## config.mk

```make
export PLATFORM = sky130hd
export DESIGN_NAME = conv1d_scheduler_flat
export DESIGN_NICKNAME = d
export VERILOG_FILES = /design/src/rtl/conv1d_scheduler_if.sv /design/src/rtl/conv1d_scheduler.sv /design/src/flat_wrapper.sv
export SDC_FILE = /design/constraint.sdc
export NUM_CORES = 1
export LEC_CHECK = 0
export ABC_AREA = 0
export BUFFER_PORTS_ARGS = -buffer_cell sky130_fd_sc_hd__buf_2
export CAP_MARGIN = 5
export CORE_MARGIN = 5
export CORE_UTILIZATION = 59
export DETAILED_ROUTE_END_ITERATION = 8
export HOLD_SLACK_MARGIN = 0.02
export PLACE_DENSITY = 0.84
export SYNTH_ARGS = -nofsm -noshare
export SYNTH_HDL_FRONTEND = slang
export SYNTH_SLANG_ARGS = --single-unit
```

## constraint.sdc

```tcl
create_clock -name clk -period 8.2 [get_ports clk]
set_input_delay 1.23 -clock clk [delete_from_list [all_inputs] [get_ports clk]]
set_output_delay 1.23 -clock clk [all_outputs]
set_load 0.02 [all_outputs]
```

## src/rtl/conv1d_scheduler_if.sv

```systemverilog
// conv1d_scheduler_if: groups the row-control, engine-command and result-stream
// signals of the conv1d scheduler. The scheduler takes the master side; the
// environment (engine and result consumer) takes the slave side.
interface conv1d_scheduler_if #(
    parameter int INT32_SIZE = 32
);
    logic                  start;
    logic [INT32_SIZE-1:0] out_width;
    logic                  busy;
    logic                  done;
    logic [6:0]            eng_cmd;
    logic [INT32_SIZE-1:0] eng_inp1;
    logic [INT32_SIZE-1:0] eng_ret;
    logic                  res_valid;
    logic                  res_ready;
    logic [INT32_SIZE-1:0] res_data;
    logic [INT32_SIZE-1:0] res_index;

    modport master (
        input  start, out_width, eng_ret, res_ready,
        output busy, done, eng_cmd, eng_inp1, res_valid, res_data, res_index
    );

    modport slave (
        output start, out_width, eng_ret, res_ready,
        input  busy, done, eng_cmd, eng_inp1, res_valid, res_data, res_index
    );
endinterface

```

## src/rtl/conv1d_scheduler.sv

```systemverilog
// conv1d_scheduler: sequences one conv1d row through the engine. For every
// output position it sets the input origin, triggers the compute, reads the
// result back and presents it on a valid/ready result stream.
// Optional feature: define CONV1D_SCHED_RELU_EN to clamp negative results to 0.
module conv1d_scheduler #(
    parameter int         INT32_SIZE = 32,
    parameter int         PADDING    = 4,
    parameter logic [6:0] NOP_CMD    = 7'd127
) (
    input logic clk,
    input logic reset_n,
    conv1d_scheduler_if.master bus
);

    localparam logic [6:0] CMD_SET_ORIGIN = 7'd42;
    localparam logic [6:0] CMD_COMPUTE    = 7'd41;
    localparam logic [6:0] CMD_READ       = 7'd43;

    localparam logic [INT32_SIZE-1:0] PAD_W = INT32_SIZE'(PADDING);
    localparam logic [INT32_SIZE-1:0] ONE   = INT32_SIZE'(1);

    typedef enum logic [2:0] {
        StIdle,
        StSetOrigin,
        StCompute,
        StRead,
        StCapture,
        StOutput
    } state_t;

    state_t                state_q, state_d;
    logic [INT32_SIZE-1:0] out_x_q, out_x_d;
    logic [INT32_SIZE-1:0] width_q, width_d;
    logic                  done_q, done_d;
    logic                  res_valid_q, res_valid_d;
    logic [INT32_SIZE-1:0] res_data_q, res_data_d;
    logic [INT32_SIZE-1:0] res_index_q, res_index_d;
    logic [6:0]            eng_cmd_d;
    logic [INT32_SIZE-1:0] eng_inp1_d;
    logic [INT32_SIZE-1:0] captured;

`ifdef CONV1D_SCHED_RELU_EN
    // Negative results (sign bit set) are clamped to zero.
    assign captured = bus.eng_ret[INT32_SIZE-1] ? '0 : bus.eng_ret;
`else
    assign captured = bus.eng_ret;
`endif

    // State and datapath registers; reset abandons any row in flight.
    always_ff @(posedge clk or negedge reset_n) begin
        if (!reset_n) begin
            state_q     <= StIdle;
            out_x_q     <= '0;
            width_q     <= '0;
            done_q      <= 1'b0;
            res_valid_q <= 1'b0;
            res_data_q  <= '0;
            res_index_q <= '0;
        end else begin
            state_q     <= state_d;
            out_x_q     <= out_x_d;
            width_q     <= width_d;
            done_q      <= done_d;
            res_valid_q <= res_valid_d;
            res_data_q  <= res_data_d;
            res_index_q <= res_index_d;
        end
    end

    // Next-state logic and engine command decode.
    always_comb begin
        state_d     = state_q;
        out_x_d     = out_x_q;
        width_d     = width_q;
        done_d      = 1'b0;
        res_valid_d = res_valid_q;
        res_data_d  = res_data_q;
        res_index_d = res_index_q;
        eng_cmd_d   = NOP_CMD;
        eng_inp1_d  = '0;
        unique case (state_q)
            StIdle: begin
                if (bus.start) begin
                    if (bus.out_width != '0) begin
                        width_d = bus.out_width;
                        out_x_d = '0;
                        state_d = StSetOrigin;
                    end else begin
                        // Empty row: acknowledge immediately without touching the engine.
                        done_d = 1'b1;
                    end
                end
            end
            StSetOrigin: begin
                eng_cmd_d  = CMD_SET_ORIGIN;
                eng_inp1_d = out_x_q - PAD_W;
                state_d    = StCompute;
            end
            StCompute: begin
                eng_cmd_d = CMD_COMPUTE;
                state_d   = StRead;
            end
            StRead: begin
                eng_cmd_d = CMD_READ;
                state_d   = StCapture;
            end
            StCapture: begin
                res_data_d  = captured;
                res_index_d = out_x_q;
                res_valid_d = 1'b1;
                state_d     = StOutput;
            end
            StOutput: begin
                if (bus.res_ready) begin
                    res_valid_d = 1'b0;
                    if (out_x_q == width_q - ONE) begin
                        done_d  = 1'b1;
                        state_d = StIdle;
                    end else begin
                        out_x_d = out_x_q + ONE;
                        state_d = StSetOrigin;
                    end
                end
            end
            default: state_d = StIdle;
        endcase
    end

    assign bus.eng_cmd   = eng_cmd_d;
    assign bus.eng_inp1  = eng_inp1_d;
    assign bus.busy      = (state_q != StIdle);
    assign bus.done      = done_q;
    assign bus.res_valid = res_valid_q;
    assign bus.res_data  = res_data_q;
    assign bus.res_index = res_index_q;

endmodule

```

## src/flat_wrapper.sv

```systemverilog
// flat-port wrapper written by rule: the top's interface ports become plain ports
module conv1d_scheduler_flat 
#(
    parameter int         INT32_SIZE = 32,
    parameter int         PADDING    = 4,
    parameter logic [6:0] NOP_CMD    = 7'd127
)
  (clk, reset_n, bus_start, bus_out_width, bus_eng_ret, bus_res_ready, bus_busy, bus_done, bus_eng_cmd, bus_eng_inp1, bus_res_valid, bus_res_data, bus_res_index);
  conv1d_scheduler_if #(.INT32_SIZE(INT32_SIZE)) bus_i ();
  input logic clk;
  input logic reset_n;
  input wire logic [$bits(bus_i.start)-1:0] bus_start;
  input wire logic [$bits(bus_i.out_width)-1:0] bus_out_width;
  input wire logic [$bits(bus_i.eng_ret)-1:0] bus_eng_ret;
  input wire logic [$bits(bus_i.res_ready)-1:0] bus_res_ready;
  output wire logic [$bits(bus_i.busy)-1:0] bus_busy;
  output wire logic [$bits(bus_i.done)-1:0] bus_done;
  output wire logic [$bits(bus_i.eng_cmd)-1:0] bus_eng_cmd;
  output wire logic [$bits(bus_i.eng_inp1)-1:0] bus_eng_inp1;
  output wire logic [$bits(bus_i.res_valid)-1:0] bus_res_valid;
  output wire logic [$bits(bus_i.res_data)-1:0] bus_res_data;
  output wire logic [$bits(bus_i.res_index)-1:0] bus_res_index;
  assign bus_i.start = bus_start;
  assign bus_i.out_width = bus_out_width;
  assign bus_i.eng_ret = bus_eng_ret;
  assign bus_i.res_ready = bus_res_ready;
  assign bus_busy = bus_i.busy;
  assign bus_done = bus_i.done;
  assign bus_eng_cmd = bus_i.eng_cmd;
  assign bus_eng_inp1 = bus_i.eng_inp1;
  assign bus_res_valid = bus_i.res_valid;
  assign bus_res_data = bus_i.res_data;
  assign bus_res_index = bus_i.res_index;
  conv1d_scheduler #(.INT32_SIZE(INT32_SIZE), .PADDING(PADDING), .NOP_CMD(NOP_CMD)) u_core (.clk(clk), .reset_n(reset_n), .bus(bus_i));
endmodule
```

Yosys cells after proc, flatten, opt, wreduce, memory -nomap -nowiden
Cells that the tools add are included.
{"block": "word_totals", "reg_bits": 133, "out_inout_bits": 106, "elab_cells": 48}
{"block": "classes", "add_sub_neg": 3, "eq_ne": 10, "muxes": 19, "n_reduce_logical": 9}
{"operator": "2-to-1 mux 32 bit", "n": 5}
{"operator": "case mux 32 bit (2 select lines)", "n": 1}
{"operator": "adder 32 x 1 -> 32 bit, second input constant", "n": 1}
{"operator": "equality test 32 bit", "n": 1}
{"operator": "nonzero test 32 bit", "n": 1}
{"operator": "subtractor 32 x 1 -> 32 bit, second input constant", "n": 1}
{"operator": "subtractor 32 x 3 -> 32 bit, second input constant", "n": 1}
{"operator": "case mux 7 bit (3 select lines)", "n": 1}
{"operator": "case mux 3 bit (6 select lines)", "n": 1}
{"operator": "2-to-1 mux 3 bit", "n": 3}
{"operator": "equality test 3 x 2 -> 1 bit, second input constant", "n": 2}
{"operator": "equality test 3 bit, second input constant", "n": 2}
{"operator": "2-to-1 mux 1 bit", "n": 6}
{"operator": "inequality test 2 bit, second input constant", "n": 3}
{"operator": "AND reduction 3 bit", "n": 2}
{"operator": "AND reduction 5 bit", "n": 1}
{"operator": "case mux 1 bit (2 select lines)", "n": 2}
{"operator": "nonzero test 2 bit", "n": 2}
{"operator": "equality test 3 x 1 -> 1 bit, second input constant", "n": 1}
{"operator": "zero test 3 bit", "n": 1}
{"operator": "nonzero test 3 bit", "n": 1}
{"operator": "inequality test 2 x 1 -> 1 bit, second input constant", "n": 1}
{"operator": "AND reduction 2 bit", "n": 1}

Depth between registers and ports, before layout
Gate-level depths: netlist of run 1.
{"block": "depth", "depth_word": 5, "mapped_depth": 14, "mapped_depth_nobuf": 11}

Least setup slack after synthesis of run 1
OpenSTA, ideal clock, no wires.
{"block": "synth_timing", "kind": "flip-flop to output port", "start": "reg u_core.out_x_q[10]", "end": "out bus_eng_inp1[27]", "arrival_ns": 3.131, "required_time_ns": 6.970, "path_slack_ns": 3.839, "stages_incl_launch_ff": 10, "n_path_buf": 1, "cell_sequence": "dfrtp_1 -> buf_6 -> or4_4 -> nor4_4 -> nand4_2 -> or3_4 -> or3_4 -> or4_4 -> or3_1 -> a21oi_1"}
{"block": "synth_via", "elab_chain_len": 2}
{"element": "from (decl)", "line_no": "conv1d_scheduler.sv:32", "source": "logic [INT32_SIZE-1:0] out_x_q, out_x_d;"}
{"element": "from (signal assigned)", "line_no": "conv1d_scheduler.sv:61", "source": "out_x_q <= out_x_d;"}
{"element": "subtractor 32 x 3 -> 32 bit", "line_no": "conv1d_scheduler.sv:96", "source": "eng_inp1_d = out_x_q - PAD_W;"}
{"element": "2-to-1 mux 32 bit", "line_no": "conv1d_scheduler.sv:81", "source": "unique case (state_q)"}
{"element": "to (decl)", "line_no": "flat_wrapper.sv:19", "source": "output wire logic [$bits(bus_i.eng_inp1)-1:0] bus_eng_inp1;"}
No other way between the ends.

Final worst setup path of run 1
{"block": "layout_timing", "start": "reg u_core.out_x_q[8]", "end": "out bus_eng_inp1[27]"}
The elaborated chain is that of the path after synthesis.

==> results of run 1 <==
state kept, by name, summed over array words and instances, names as in the netlist:
name / count
u_core.bus.res_data: 32
u_core.bus.done: 1
u_core.state_q: 3
u_core.out_x_q: 32
u_core.bus.res_valid: 1
u_core.width_q: 32
u_core.bus.res_index: 32
cells in the mapped netlist, types with 3 or more instances:
| cell | number |
|---|---|
| o21ai_0 | 55 |
| nor4_1 | 20 |
| buf_4 | 7 |
| nand3_1 | 24 |
| ha_1 | 4 |
| o41ai_1 | 3 |
| buf_6 | 3 |
| inv_1 | 12 |
| nor3_1 | 17 |
| nor4_2 | 3 |
| and4b_1 | 3 |
| a21oi_1 | 34 |
| buf_2 | 10 |
| o31ai_1 | 11 |
| o21ai_1 | 7 |
| nand3b_1 | 3 |
| nand4_1 | 19 |
| a2111oi_0 | 3 |
| clkbuf_1 | 56 |
| or4_1 | 6 |
| and3_1 | 12 |
| mux2_2 | 64 |
| and4_1 | 3 |
| nor2_1 | 73 |
| nor4_4 | 3 |
| a31oi_1 | 6 |
| xnor2_1 | 36 |
| dfrtp_1 | 133 |
| a211oi_1 | 3 |
| xor2_1 | 28 |
| nand2_1 | 117 |
| or3_1 | 30 |
layer usage:
metal / up-vias / track usage / part of all wire
li1: 3271 / - / -
met4: 0 / 0.1148 / 0.032
met1: 3334 / 0.3641 / 0.41
met5: - / 0 / 0
met3: 53 / 0.09680 / 0.10
met2: 360 / 0.4062 / 0.45
worst max-delay path, stage by stage, from the launching register on:
cell and delay, ns:
dfrtp_1 0.51, or4_4 0.63, nor4_4 0.17, nand4_2 0.15
or3_4 0.37, or3_4 0.36, or4_4 0.47, or3_1 0.32
a21oi_1 0.14, buf_2 0.19
layout make-up:
| cell class | count | area share |
|---|---|---|
| clock buffers | 17 | 0.04610 |
| multi-input cells | 637 | 0.4480 |
| inverters | 12 | 0.004881 |
| flip-flops and latches | 133 | 0.3607 |
| repair buffers | 175 | 0.09668 |
| well taps | 176 | 0.02386 |
| clock inverters | 15 | 0.01980 |
where the power goes:
group | switching, uW | internal (uW)
Sequential | 230 | 837
Clock | 328 | 461
Combinational | 866 | 523
per-stage QoR:
stage | hold slack, ns | std cells | setup WS, ns | util | power [uW]
after CTS | 0.5043 | 1165 | 3.220 | 0.7024 | 3242
after global placement | 0.4845 | 1133 | 3.730 | 0.6561 | 2408
after floorplan | 0.4652 | 860 | 3.839 | - | 2020
after detailed placement | 0.4895 | 1133 | 3.692 | 0.6561 | 2443
after global routing | 0.5242 | 1165 | 3.061 | 0.7024 | 3428
final | 0.5025 | 1165 | 3.207 | 0.7024 | 3245
cells by family after synthesis:
logic type | after synthesis | share of synthesized area
fa+ha+maj | 4 | 0.006386
mux | 66 | 0.09451
simple gates | 359 | 0.2435
other cells | 1 | 0.0004785
xor+xnor | 64 | 0.07152
compound gates | 142 | 0.1081
flops | 133 | 0.4246
buf+inv | 90 | 0.05093
how the worst min path moves through the flow:
stage	from	end	depth (start not counted)
2_1_floorplan	u_core.width_q[31]	u_core.width_q[31]	2
3_3_place_gp	u_core.bus.res_data[14]	u_core.bus.res_data[14]	1
3_5_place_dp	u_core.bus.res_index[20]	u_core.bus.res_index[20]	1
4_1_cts	u_core.bus.res_data[16]	u_core.bus.res_data[16]	1
5_1_grt	u_core.bus.res_index[20]	u_core.bus.res_index[20]	1
6_report	u_core.bus.res_index[2]	u_core.bus.res_index[2]	1
==> results_dict.tcl, run 1 <==
set metrics [dict create \
    status "finished, final reports clean" \
    synth_cell_types 68 \
    yosys.area.top_type "dfrtp_1" \
    clk_latency_ns 0.43 \
    antenna_found_initial 0 \
    finalHoldViolations 0 \
    drc 0 \
    leakage_uw 0.004499 \
    p_per_area_mw_per_mm2 351.6 \
    drtIter0Drc 715 \
    rows 42 \
    n_antenna_cell 0 \
    worstSetupPathType "register to output port" \
    mostFrequentLayoutCells "buf_2 (170), dfrtp_1 (133), nand2_1 (117)" \
    fmax_mhz 200.3 \
    ys.flop_type "dfrtp_1" \
    synth_area_mm2 0.007838 \
    crit_path_end_kind "output port" \
    core_area_mm2 0.01314 \
    syn_area_per_cell_um2 9.124 \
    post-route-cell-area_mm2 0.009228 \
    cts_made_buffers 17 \
    firstDrtPassIters 5 \
    clock-sinks 133 \
    gp_routability_congestion 0.9650 \
    grt_max_degree 85 \
    n_fill_cell 1010 \
    r2r_start "u_core.width_q[0]" \
    seq_area_mm2 0.003328 \
    final_max_slew_viol_count 0 \
    cts_resized 0 \
    io_pins 174 \
    wl_um 21480 \
    setup_viol 0 \
    r2r_setup_slack_ns 4.04 \
    die_x_um 125.3 \
    layout_commonest_cell "buf_2" \
    synth-edff-count 0 \
    cts_tree "yes" \
    vias 7018 \
    drive_gt1_frac 0.2983 \
    cp_max_fo 11 \
    detail-route-antenna-nets 0 \
    routedWlPerCell_um 18.43 \
    setup_tns_ns 0 \
    clk_pin_slew_worst_paths_ns 0.07 \
    die_h_um 125.3 \
    fin_crit_sh 0.6089 \
    grt_pass1_wl_um 34750 \
    worstHoldPathType "register to register" \
    crit_arrival_ns 3.76 \
    cap_violations 0 \
    endpoint "bus_eng_inp1[27]" \
    tightest_slew_ns 1.010 \
    start_kind "register" \
    gr-total-overflow 0 \
    place_area_mm2 0.008620 \
    track_usage 0.2729 \
    vias_per_cell 6.024 \
    cts_buffer_depth 2 \
    start_util 0.5966 \
    yosysTopAreaCellShare 0.4246 \
    cts_setup_buffers 0 \
    required_ns 6.97 \
    yosysWarningCount 0 \
    rsz0062_at_grt "no" \
    cp-startpoint "u_core.out_x_q[8]" \
    ys_top_cells_by_area "dfrtp_1 (42%), mux2_2 (9.2%), nand2_1 (5.6%)" \
    irDropWorstVdd_uv 273.6 \
    syn_to_final_growth_pct 17.74 \
    slew_headroom 0.3253 \
    ctsHtreeMaxLevel 4 \
    ys_seq_elements 133 \
    r2r-end "u_core.out_x_q[20]" \
    async_flop_share 1.000 \
    io_buffers 171 \
    cts-root-buf "clkbuf_16" \
    multi_input_area_mm2 0.004134 \
    syn-instance-count 859 \
    synth_seq_area_share 0.4246 \
    reg2regPathDepth 11 \
    grt_pass1_vias 6816 \
    dp_hpwl_um 15280 \
    layout.nets 1048 \
    skew_ns 0.008632 \
    cts_hold_buf 0 \
    min_period_ns 4.993 \
    die_area_mm2 0.01569 \
]
(Power assumes the default switching activity.)
==> run 2, diff against run 1 <==
Settings changed: ABC_AREA 0 to 1, CORE_UTILIZATION 59 to 56, PLACE_DENSITY 0.84 to 0.79.
Clock period 8.2 ns to 5 ns, I/O delays scaled along.
==> results_dict.tcl, run 2 <==
set metrics [dict create \
    status "finished, final reports clean" \
    synth_seq_area_share 0.3820 \
    synth_commonest_cells "nand2_1 (380), nor2_1 (185), dfrtp_1 (133), inv_1 (110), o21ai_0 (60)" \
    fin_crit_sh 0.7570 \
    cap_violations 0 \
    p_comb_frac 0.438 \
    start_util 0.5711 \
    place_area_mm2 0.009612 \
    drive_gt1_frac 0.1916 \
    vias 8768 \
    fin_cells 1615 \
    ctsHtreeMaxLevel 4 \
    routedWlPerCell_um 15.90 \
    core_area_mm2 0.01526 \
    p_per_area_mw_per_mm2 512.9 \
    gr-total-overflow 0 \
    wl_um 25680 \
    min_period_ns 3.785 \
    path_buf_inv 5 \
    yosysWarningCount 0 \
    worst_path_most_repeated_cell "inv_1" \
    layout_commonest_cell "nand2_1" \
    r2r_setup_slack_ns 1.81 \
    cts_tree "yes" \
    track_usage 0.2867 \
    critical_path.top_delay_family "simple AND/OR/NAND/NOR gates" \
    die_area_mm2 0.01815 \
    cp_max_fo 7 \
    setup_tns_ns 0 \
    clk_latency_ns 0.44 \
    drc 0 \
    max_stage_delay_ns 0.49 \
    dp_hpwl_um 19340 \
    reg2regPathDepth 15 \
    multi_input_area_mm2 0.004662 \
    required_ns 4.25 \
    clk_pin_slew_worst_paths_ns 0.07 \
    irDropWorstVdd_uv 312.6 \
    cp_slowest_cell "dfrtp_1" \
    layout.nets 1463 \
    leakage_uw 0.005314 \
    finalHoldViolations 0 \
    yosys.area.top_type "dfrtp_1" \
    die_x_um 134.7 \
    drtIter0Drc 824 \
    power_frac_clock 0.251 \
    final_max_slew_viol_count 0 \
    fmax_mhz 264.2 \
    cts-root-buf "clkbuf_16" \
    crit_cells 12 \
    p_int_uw 2881 \
    tightest_slew_ns 0.8838 \
    cts_buffer_depth 2 \
    cts_made_buffers 17 \
    worstSetupPathType "register to output port" \
    ys_top_cells_by_area "dfrtp_1 (38%), nand2_1 (16%), nor2_1 (8.0%)" \
    ys_seq_elements 133 \
    p_seq_frac 0.311 \
    grt_max_degree 98 \
    start_kind "register" \
    setup_viol 0 \
    rows 45 \
    syn_area_per_cell_um2 6.937 \
    worstHoldPathType "input pin to async pin" \
    synth_area_mm2 0.008713 \
    syn_to_final_growth_pct 17.56 \
    io_buffers 171 \
    grt_pass1_wl_um 41850 \
    sw_frac_of_total 0.4516 \
    seq_area_mm2 0.003328 \
    net-switching-power_uw 2373 \
    synth_cell_types 43 \
    io_pins 174 \
    cts_hold_buf 0 \
    crit_arrival_ns 3.04 \
    crit_path_end_kind "output port" \
    slew_headroom 0.4108 \
    antenna_found_initial 0 \
    die_h_um 134.7 \
    grt_pass1_vias 8429 \
    r2r-end "u_core.out_x_q[17]" \
    gp_routability_congestion 0.9438 \
    n_fill_cell 1366 \
    ys.flop_type "dfrtp_1" \
    whs_ns 0.3988 \
    synthMostInstantiatedCell "nand2_1" \
    clock-sinks 133 \
    post-route-cell-area_mm2 0.01024 \
    syn-instance-count 1256 \
    mostFrequentLayoutCells "nand2_1 (380), nor2_1 (184), buf_2 (170)" \
    firstDrtPassIters 7 \
    cts_resized 0 \
    detail-route-antenna-nets 0 \
    synth-edff-count 0 \
    async_flop_share 1.000 \
    cts_setup_buffers 0 \
    skew_ns 0.01589 \
    n_antenna_cell 0 \
    crit_chain "inv_1 -> ha_1 -> inv_1 -> nor2_1 -> inv_1 -> nor3_1 -> nand2_1 -> inv_1 -> nand4_1 -> or2_2 -> a21oi_1 -> buf_2" \
    yosysTopAreaCellShare 0.3820 \
    vias_per_cell 5.429 \
    r2r_start "u_core.width_q[9]" \
    place_inst 1583 \
    rsz0062_at_grt "no" \
]
==> run 2: layout make-up <==
class,instances,share of cell area
Multi-Input combinational cell,944,0.4551
Sequential cell,133,0.3249
Timing Repair Buffer,179,0.09002
Inverter,116,0.04251
Clock buffer,17,0.04153
Tap cell,211,0.02577
Clock inverter,15,0.02015
==> run 2: metrics by stage <==
step           total power, uW  utilization  setup slack, ns
2_1_floorplan             3241            -            2.142
3_3_place_gp              3888       0.6299            1.753
3_5_place_dp              3915       0.6299            1.745
4_1_cts                   5268       0.6713            1.255
5_1_grt                   5596       0.6713           0.9255
6_report                  5254       0.6713            1.215
==> run 2: power by group through the flow <==
| stage | combinational (uW) | sequential, uW | clock [uW] |
|---|---|---|---|
| floorplan | 1500 | 1740 | 0 |
| global placement | 2260 | 1630 | 0 |
| global route | 2530 | 1670 | 1390 |
| detailed placement | 2280 | 1640 | 0 |
| CTS | 2300 | 1630 | 1340 |
| finish | 2300 | 1630 | 1320 |
==> run 2: how the worst max path moves through the flow <==
stage                      startpoint          endpoint  slack [ns]
floorplan           u_core.out_x_q[2]  bus_eng_inp1[26]        2.14
global placement    u_core.out_x_q[3]  bus_eng_inp1[26]        1.75
detailed placement  u_core.out_x_q[3]  bus_eng_inp1[26]        1.74
CTS                 u_core.out_x_q[3]  bus_eng_inp1[26]        1.25
global route        u_core.out_x_q[4]  bus_eng_inp1[31]        0.93
finish              u_core.out_x_q[3]  bus_eng_inp1[26]        1.21
==> run 2: worst reg2reg max path, cell delays in order (launching register included) <==
cell and delay (ns):
dfrtp_1 0.44, nor2_1 0.17, nand2_1 0.11, nor2_1 0.29, nand2_1 0.19, nor2_1 0.13
nand2_1 0.05, nand2_1 0.09, nand2_1 0.07, nor2_1 0.13, nand2_1 0.08, nor2_2 0.10
nand3_2 0.54, nand3_4 0.55, nand2_1 0.11, nand2_1 0.08
==> run 2: kinds of logic after synthesis <==
| family | count (synthesis) | share of synthesized area |
|---|---|---|
| simple gates | 747 | 0.3715 |
| buf+inv | 180 | 0.08415 |
| flops | 133 | 0.3820 |
| compound gates | 106 | 0.06390 |
| xor+xnor | 61 | 0.06132 |
| mux | 24 | 0.03102 |
| fa+ha+maj | 4 | 0.005744 |
| other cells | 1 | 0.0004304 |
==> run 2: routing by layer <==
layer	GRT usage	wire, um
met1	0.3793	10830
met2	0.4717	12390
met3	0.06073	1898
met4	0.09389	564
met5	0	0
